$ cat config.mk
export PLATFORM = sky130hd
export DESIGN_NAME = clt_gauss
export DESIGN_NICKNAME = d
export VERILOG_FILES = /design/src/rtl/clt_gauss.sv
export SDC_FILE = /design/constraint.sdc
export NUM_CORES = 1
export LEC_CHECK = 0
export ABC_AREA = 1
export ABC_CLOCK_PERIOD_IN_PS = 6500
export CORE_MARGIN = 3
export CORE_UTILIZATION = 56
export DETAILED_ROUTE_END_ITERATION = 10
export PLACE_DENSITY = 0.91
export RECOVER_POWER = 25
export SLEW_MARGIN = 20
export SYNTH_ARGS = -nofsm -noshare
export SYNTH_HDL_FRONTEND = slang
export SYNTH_SLANG_ARGS = --single-unit
export TNS_END_PERCENT = 5
$ cat constraint.sdc
create_clock -name clk -period 6.5 [get_ports clk]
set_clock_uncertainty 0.05 [all_clocks]
set_input_delay 0.975 -clock clk [delete_from_list [all_inputs] [get_ports clk]]
set_output_delay 0.975 -clock clk [all_outputs]
set_load 0.05 [all_outputs]
$ cat src/rtl/clt_gauss.sv
// Central-limit Gaussian approximator: sums NSUM uniform words, removes the mean,
// and buffers the result in a 2-entry first-word-fall-through FIFO.
module clt_gauss #(
  parameter int W    = 32,
  parameter int NSUM = 12
) (
  input  logic           clk,
  input  logic           rst,
  input  logic [W-1:0]   rnd,
  input  logic           rnd_vld,
  output logic           rnd_rdy,
  output logic [W+3:0]   gauss,
  output logic           gauss_vld,
  input  logic           gauss_rdy,
  output logic [31:0]    samples
);
  localparam int CW = $clog2(NSUM);
  localparam logic [CW-1:0] LAST   = CW'(NSUM - 1);
  localparam logic [W+3:0]  NS     = (W+4)'(NSUM);
  localparam logic [W+3:0]  OFFSET = NS << (W - 1);

  logic [W+3:0]  acc, sum, sample, fifo0, fifo1;
  logic [CW-1:0] cnt;
  logic [1:0]    occ;
  logic          last, in_xfer, out_xfer, push;

  assign last      = (cnt == LAST);
  // Only the final word of a group can stall; partial sums never need FIFO room.
  assign rnd_rdy   = !rst && !(last && occ == 2'd2);
  assign in_xfer   = rnd_vld && rnd_rdy;
  assign push      = in_xfer && last;
  assign gauss_vld = (occ != 2'd0);
  assign gauss     = fifo0;
  assign out_xfer  = gauss_vld && gauss_rdy;
  assign sum       = acc + {4'b0, rnd};
  assign sample    = sum - OFFSET;

  always_ff @(posedge clk or posedge rst) begin
    if (rst) begin
      acc <= '0;
      cnt <= '0;
    end else if (in_xfer) begin
      if (last) begin
        acc <= '0;
        cnt <= '0;
      end else begin
        acc <= sum;
        cnt <= cnt + CW'(1);
      end
    end
  end

  always_ff @(posedge clk or posedge rst) begin
    if (rst) begin
      fifo0   <= '0;
      fifo1   <= '0;
      occ     <= 2'd0;
      samples <= '0;
    end else begin
      if (out_xfer) samples <= samples + 32'd1;
      case ({push, out_xfer})
        2'b10: begin
          if (occ == 2'd0) fifo0 <= sample;
          else             fifo1 <= sample;
          occ <= occ + 2'd1;
        end
        2'b01: begin
          fifo0 <= fifo1;
          occ   <= occ - 2'd1;
        end
        // Push and pop together only happen at occupancy 1: new sample replaces head.
        2'b11: fifo0 <= sample;
        default: ;
      endcase
    end
  end
endmodule

# Word level (Yosys, flattened, before mapping)

Cells that the tools add are included.
Widths: inputs -> output; s select.

Add/subtract/negate cells: 6
Eq/ne operators: 6
Mux-type cells: 5
Bitwise operators: 1
Reduce and logical (&&, ||, !) cells: 13

Operator list:

| cell                   | count |
|---|---|
| $pmux 36 s3            | 1 |
| $mux 36                | 2 |
| $add 36x32->36         | 1 |
| $sub 36x35->36 const B | 1 |
| $add 32x1->32 const B  | 1 |
| $eq 2x2->1 const B     | 3 |
| $logic_and 1x1->1      | 5 |
| $add 4x1->4 const B    | 1 |
| $eq 4x4->1 const B     | 1 |
| $mux 4                 | 1 |
| $pmux 2 s2             | 1 |
| $reduce_and 2->1       | 2 |
| $reduce_bool 2->1      | 2 |
| $reduce_bool 3->1      | 1 |
| $add 2x1->2 const B    | 1 |
| $eq 2x1->1 const B     | 1 |
| $logic_not 1->1        | 2 |
| $logic_not 2->1        | 1 |
| $ne 2x2->1 const B     | 1 |
| $sub 2x1->2 const B    | 1 |
| $not 1->1              | 1 |

Bits in registers: 146
Bits of input ports: 36
Output and inout bits: 70

# Depth between registers and ports, before layout

Gate-level depths: netlist of the first run.

Depth after elaboration: 9
Gate-level depth with buffers: 19
Mapped depth without buffers: 19

# Worst setup path after synthesis of the first run

Ideal clock, no wire load.

Path type: in2reg
Start point: input rst
End point: register fifo1[16]
Setup time: 0.135 ns
Arrival: 3.047 ns
Slack: 3.268 ns
Stages: 10
Path buffers: 2
Cell sequence: a31oi_1 -> and2_1 -> buf_6 -> nand2_4 -> inv_1 -> ha_1 -> nand2_1 -> inv_1 -> clkbuf_1 -> a31oi_1

Word-level cells in the longest chain between the ends: 6

RTL lines:

| item                              | RTL line | text |
|---|---|---|
| start: declaration                | 8        | `input logic rst,` |
| $logic_not 1->1 (no source line)  | --       |  |
| $logic_and 1x1->1                 | 29       | `assign rnd_rdy = !rst && !(last && occ == 2'd2);` |
| $logic_and 1x1->1                 | 30       | `assign in_xfer = rnd_vld && rnd_rdy;` |
| $logic_and 1x1->1                 | 31       | `assign push = in_xfer && last;` |
| $eq 2x2->1                        | 61       | `case ({push, out_xfer})` |
| $reduce_and 2->1 (no source line) | --       |  |
| end signal: assignment            | 64       | `else fifo1 <= sample;` |
| end: declaration                  | 22       | `logic [W+3:0] acc, sum, sample, fifo0, fifo1;` |

Every way passes these cells.
A chain may end at the register's enable or synchronous reset.

# Worst setup path after layout of the first run

Start point: input rst
End point: register fifo0[14], in the netlist gauss[14]

Word-level cells in the longest chain between the ends: 7
Elaborated cells between the ends (all ways): 11

RTL lines:

| item                                                             | RTL line | text |
|---|---|---|
| $logic_not 1->1 (no source line) *                               | --       |  |
| $logic_and 1x1->1 *                                              | 29       |  |
| $logic_and 1x1->1 *                                              | 30       |  |
| $logic_and 1x1->1 *                                              | 31       |  |
| $eq 2x2->1 or $eq 2x1->1 (tied branches)                         | 61       |  |
| $ne 2x2->1 (no source line) or $reduce_bool 3->1 (tied branches) | --       |  |
| $reduce_and 2->1 (no source line)                                | --       |  |
| end signal: assignment                                           | 63       | `if (occ == 2'd0) fifo0 <= sample;` |
| end signal: assignment                                           | 68       | `fifo0 <= fifo1;` |
| end signal: assignment                                           | 72       | `2'b11: fifo0 <= sample;` |
| end: declaration                                                 | 22       |  |

Mark *: on every way between the ends. The rest lies on a longest branch, timed or not.

==> results.py, run 1 <==
metrics = {
    "clock_tree": {
        "cts.sinks": 146,
        "cts_buffers": 17,
        "cts_root_buffer": "clkbuf_16",
        "postCtsSetupRepairBufs": 0,
        "cts_tree": "built",
        "clock_path_buffers": 2,
        "cts_resized": 0,
        "cts.clk_slew.worst_paths_ps": 60,
        "cts_hold_buf": 0,
        "htree_levels": 4,
        "clk_latency_ps": 430,
    },
    "setup_path": {
        "path_class": "in2reg",
        "required_ps": 6760,
        "arrival_ps": 4010,
        "crit_fanout": 64,
        "end_kind": "flip-flop",
        "start_kind": "input pin",
    },
    "power": {
        "max-vdd-ir-drop_mv": 0.330,
        "p_leak_uw": 0.00513,
        "power_density_nw_per_um2": 521,
    },
    "detailed_routing": {
        "wl_per_cell_um": 16.8,
        "vias_per_cell": 5.71,
        "ant_nets": 0,
        "firstDrtPassIters": 6,
        "drc": 0,
        "vias": 7993,
        "routed_wl_um": 23400,
        "drt_first_iter_violations": 666,
    },
    "sta": {
        "rsz0062_at_grt": "no",
        "timing.fmax_mhz": 267,
        "post-route-period-util_pct": 57.6,
        "relSlewSlack_pct": 28.3,
        "fin_tns_setup_ps": 0,
        "slew_viol_final": 0,
        "hold_viol": 0,
        "min_period_ps": 3740,
        "setup_viol": 0,
        "worst_pin_slew_ps": 1070,
    },
    "logic_synthesis": {
        "synth-edff-count": 0,
        "yosys_warnings": 0,
        "avgSynthCellArea_um2": 7.73,
        "yosys.area_share.simple_pct": 28.5,
        "syn_area_um2": 8530,
        "synthAdderAreaFrac_pct": 5.66,
        "ys_seq_area_share_pct": 42.8,
        "synth_nets": 1177,
        "synthDistinctLibCells": 46,
        "synth_top_family_by_area": "simple AND/OR/NAND/NOR gates",
        "yosys_register_bits": 146,
        "ys.flop_type": "dfrtp_1",
        "yosys.area_share.xor_xnor_pct": 5.65,
        "async_reset_ff_share_pct": 100,
        "synthMuxAreaShare_pct": 0.117,
        "synth_compound_area_share_pct": 11.3,
        "syn_inst": 1103,
    },
    "layout": {
        "nets": 1276,
        "final_layout_size_suffix_gt1_share_pct": 4.77,
        "fin_util_pct": 70.6,
        "num_antenna_cells": 0,
        "layout_common_cells": "nand2_1 (368), dfrtp_1 (146), clkdlybuf4s50_1 (103)",
        "area_delta_synth_final_pct": 21.7,
        "final_common_cell": "nand2_1",
    },
    "die": {
        "die_w_um": 129,
        "initial_core_util_pct": 58.0,
        "die_h_um": 129,
        "rows": 44,
        "io_pins": 106,
        "dieArea_um2": 16700,
        "core_um2": 14700,
    },
    "global_routing": {
        "grt_pass1_wl_um": 38400,
        "antenna_found_initial": 0,
        "grt_max_degree": 111,
        "grt_util_all_layers_pct": 29.1,
        "first_global_vias": 7799,
        "grt-ovfl-total": 0,
    },
    "job": {
        "max-cap-violations": 0,
    },
    "placed_design": {
        "io_buffer_count": 105,
        "gp_congestion": 0.963,
        "dp_hpwl_um": 16500,
    },
    "worst_hold_path": {
        "min_path_type": "reg2reg",
    },
    "outcome": {
        "outcome": "complete, no violations",
    },
}
layout make-up:
type	instances	area (µm²)
Multi-Input combinational cell	838	4340
Fill cell	1092	4320
Sequential cell	146	3650
Timing Repair Buffer	108	1070
Clock buffer	18	439
Inverter	91	349
Clock inverter	14	295
Tap cell	184	230
worst paths after layout:
path                               end  slack [ps]        start  cells after the start
hold / removal             samples[31]         430  samples[31]                      1
setup / recovery             gauss[14]        2760          rst                      9
hold reg to reg            samples[31]         430  samples[31]                      1
setup reg to reg             gauss[14]        3190       cnt[0]                     11
max in group asynchronous      acc[33]        4030          rst                      3
min in group asynchronous   samples[4]        1270          rst                      2
metal layers:
layer  up-vias  wire [µm]  global-route usage (%)
li1       3797          -                       -
met2       310      11200                    48.0
met1      3814       9850                    37.2
met5         -          0                       0
met3        72       1360                    5.65
met4         0        988                    13.3
cells in the mapped netlist (all sizes together), types with 4 or more instances:
cell | count | area [µm²]
o211ai | 9 | 97.6
o21ai | 90 | 462
nand3 | 63 | 325
a31oi | 10 | 62.6
nor3 | 19 | 145
dfrtp | 146 | 3650
ha | 37 | 463
nor2 | 102 | 385
a21oi | 44 | 220
xor2 | 31 | 272
nand4 | 7 | 50.1
o21bai | 8 | 60.1
buf | 13 | 105
nor4 | 6 | 43.8
xnor2 | 24 | 210
clkbuf | 15 | 57.6
and2 | 4 | 25.0
nand2 | 370 | 1410
inv | 90 | 340
state kept, by name (all words and copies together) (netlist names):
register	flops
samples	32
acc	36
fifo1	36
cnt	4
gauss	36
occ	2
power breakdown:
group	total (µW)	leakage, µW	internal, µW	switching [µW]
logic	2720	0.00290	855	1860
clock network	1240	0.000358	815	420
registers	1450	0.00187	1230	222
total	5410	0.00513	2900	2500
per-stage QoR:
step / std cells / instance area [µm²] / hold WS (ps) / worst slack [ps] / total power (µW)
2_1_floorplan: 1103 / 8530 / 394 / 1550 / 3330
3_3_place_gp: 1367 / 9680 / 409 / 2590 / 4050
3_5_place_dp: 1367 / 9680 / 413 / 2510 / 4120
4_1_cts: 1399 / 10400 / 429 / 2860 / 5390
5_1_grt: 1399 / 10400 / 450 / 2500 / 5750
6_report: 1399 / 10400 / 432 / 2760 / 5410
cells by family after synthesis:
group           Yosys count
buf+inv                 119
simple gates            575
mux                       1
flops                   146
xor+xnor                 55
fa+ha+maj                38
compound gates          169
critical path, stage by stage:
cell and delay (ps):
dlygate4sd3_1 630, a31oi_1 250, and2_1 430, nand2_4 110, ha_1 370, inv_2 850
nand2_1 190, o211ai_2 120, nand2_1 70
(Power assumes the default switching activity.)
==> run 2, diff against run 1 <==
- ABC_CLOCK_PERIOD_IN_PS: 6500 -> 3100
- CORE_UTILIZATION: 56 -> 51
- PLACE_DENSITY: 0.91 -> 0.88
- clock period: 6.5 -> 3.1 ns (I/O delays scaled with it)
==> results.py, run 2 (synthesis gave the netlist of run 1 again) <==
metrics = {
    "outcome": {
        "outcome": "complete, but fails checks",
        "violations": "capacitance limit, slew limit",
    },
    "setup_path": {
        "rr_worst_depth": 13,
        "start_kind": "flip-flop",
        "endpoint": "rnd_rdy",
        "r2r_slack_ps": 470,
        "crit_slowest_cell": "clkdlybuf4s50_1",
        "worstPathCellList": "ha_1 -> inv_1 -> nor3_4 -> a31oi_1 -> clkdlybuf4s50_1",
        "slowest_delay_ps": 860,
        "required_ps": 2580,
        "crit_fanout": 3,
        "arrival_ps": 2320,
        "setup.worst_path.start": "cnt[0]",
        "end_kind": "primary output",
        "r2r-end": "gauss[34]",
        "rr_startpoint": "acc[25]",
        "path_class": "reg2out",
    },
    "job": {
        "max-cap-violations": 2,
    },
    "placed_design": {
        "gp_congestion": 0.967,
        "dp_hpwl_um": 17000,
        "dp_worst_setup_slack_ps": -4.87,
        "io_buffer_count": 105,
        "dp.cells": 1443,
    },
    "clock_tree": {
        "postCtsSetupRepairBufs": 0,
        "htree_levels": 4,
        "cts.sinks": 146,
        "clk_latency_ps": 430,
        "cts.clk_slew.worst_paths_ps": 70,
        "clock_path_buffers": 2,
        "cts_tree": "built",
        "cts_buffers": 17,
        "cts_resized": 0,
        "cts_hold_buf": 0,
        "cts_root_buffer": "clkbuf_16",
    },
    "power": {
        "power_density_nw_per_um2": 1060,
        "max-vdd-ir-drop_mv": 0.908,
        "p_leak_uw": 0.00529,
    },
    "die": {
        "initial_core_util_pct": 52.9,
        "die_h_um": 135,
        "rows": 46,
        "core_um2": 16100,
        "io_pins": 106,
        "dieArea_um2": 18300,
        "die_w_um": 135,
    },
    "detailed_routing": {
        "vias_per_cell": 5.35,
        "wl_per_cell_um": 15.4,
        "drc": 0,
        "drt_first_iter_violations": 529,
        "routed_wl_um": 22700,
        "vias": 7895,
        "ant_nets": 0,
        "firstDrtPassIters": 5,
    },
    "layout": {
        "nets": 1320,
        "fin_cells": 1475,
        "seqCellArea_um2": 3650,
        "fill_cells": 1346,
        "layout_common_cells": "nand2_1 (368), dfrtp_1 (146), clkdlybuf4s50_1 (104)",
        "num_antenna_cells": 0,
        "final_layout_size_suffix_gt1_share_pct": 8.34,
        "final_common_cell": "nand2_1",
        "multiInputGateArea_um2": 4360,
        "area_delta_synth_final_pct": 25.3,
    },
    "sta": {
        "min_period_ps": 2830,
        "whs_ps": 416,
        "slew_viol_final": 109,
        "worst_pin_slew_ps": 1850,
        "setup_viol": 0,
        "rsz0062_at_grt": "no",
        "hold_viol": 0,
        "worst_slack_ps": 265,
        "relSlewSlack_pct": -23.5,
        "post-route-period-util_pct": 91.4,
        "timing.fmax_mhz": 353,
    },
    "global_routing": {
        "grt_max_degree": 76,
        "grt_util_all_layers_pct": 25.6,
        "antenna_found_initial": 0,
        "grt_pass1_wl_um": 37600,
        "grt-ovfl-total": 0,
        "first_global_vias": 7783,
    },
    "worst_hold_path": {
        "min_path_type": "reg2reg",
    },
}
[run 2: cell types whose count changed in the layout (fill, tap and decap cells not counted), moves of 2 or more]
cell	change
buf_4	+41
inv_8	+2
bufinv_16	-4
clkinvlp_4	+4
clkinv_4	-2
[run 2: worst min path at each step]
stage	depth (start not counted)	startpoint	slack, ps	end
3_5_place_dp	2	gauss[26]	410	gauss[26]
3_3_place_gp	1	samples[31]	410	samples[31]
5_1_grt	2	rst	450	cnt[2]
4_1_cts	2	rst	330	cnt[3]
2_1_floorplan	2	fifo1[31]	390	fifo1[31]
6_report	1	samples[31]	420	samples[31]
[run 2: area by class of cell]
type | instances | share of cell area (%)
Clock buffer | 17 | 3.98
Clock inverter | 15 | 2.05
Inverter | 91 | 3.23
Multi-Input combinational cell | 838 | 40.8
Sequential cell | 146 | 34.2
Tap cell | 216 | 2.53
Timing Repair Buffer | 152 | 13.2
[run 2: metrics by stage]
stage	utilization (%)	setup TNS, ps	total power [µW]	cell area [µm²]
final	66.3	0	11400	10700
after global routing	66.3	0	12200	10700
after CTS	66.5	0	11400	10700
after detailed placement	62.5	-4.87	9050	10100
after global placement	62.5	0	8900	10100
after floorplan	-	0	6980	8530
[run 2: routing by layer]
layer,track usage [%],vias up,share of wire [%]
met5,0,-,0
li1,-,3870,-
met4,8.12,0,2.2
met2,43.3,267,49
met3,4.01,39,5.6
met1,34.1,3719,43
[run 2: power by group]
group          switching, µW  leakage (µW)  total, µW  internal, µW
Combinational           3920       0.00312       6070          2140
Clock                    891      0.000303       2260          1370
Sequential               452       0.00187       3030          2580
Total                   5260       0.00529      11400          6100
[run 2: critical path, delay by kind of cell (launching register included)]
family | cells | cell delay [ps]
compound gates | 1 | 230
fa+ha+maj | 1 | 210
buf+inv | 2 | 980
flops | 1 | 410
simple gates | 1 | 70
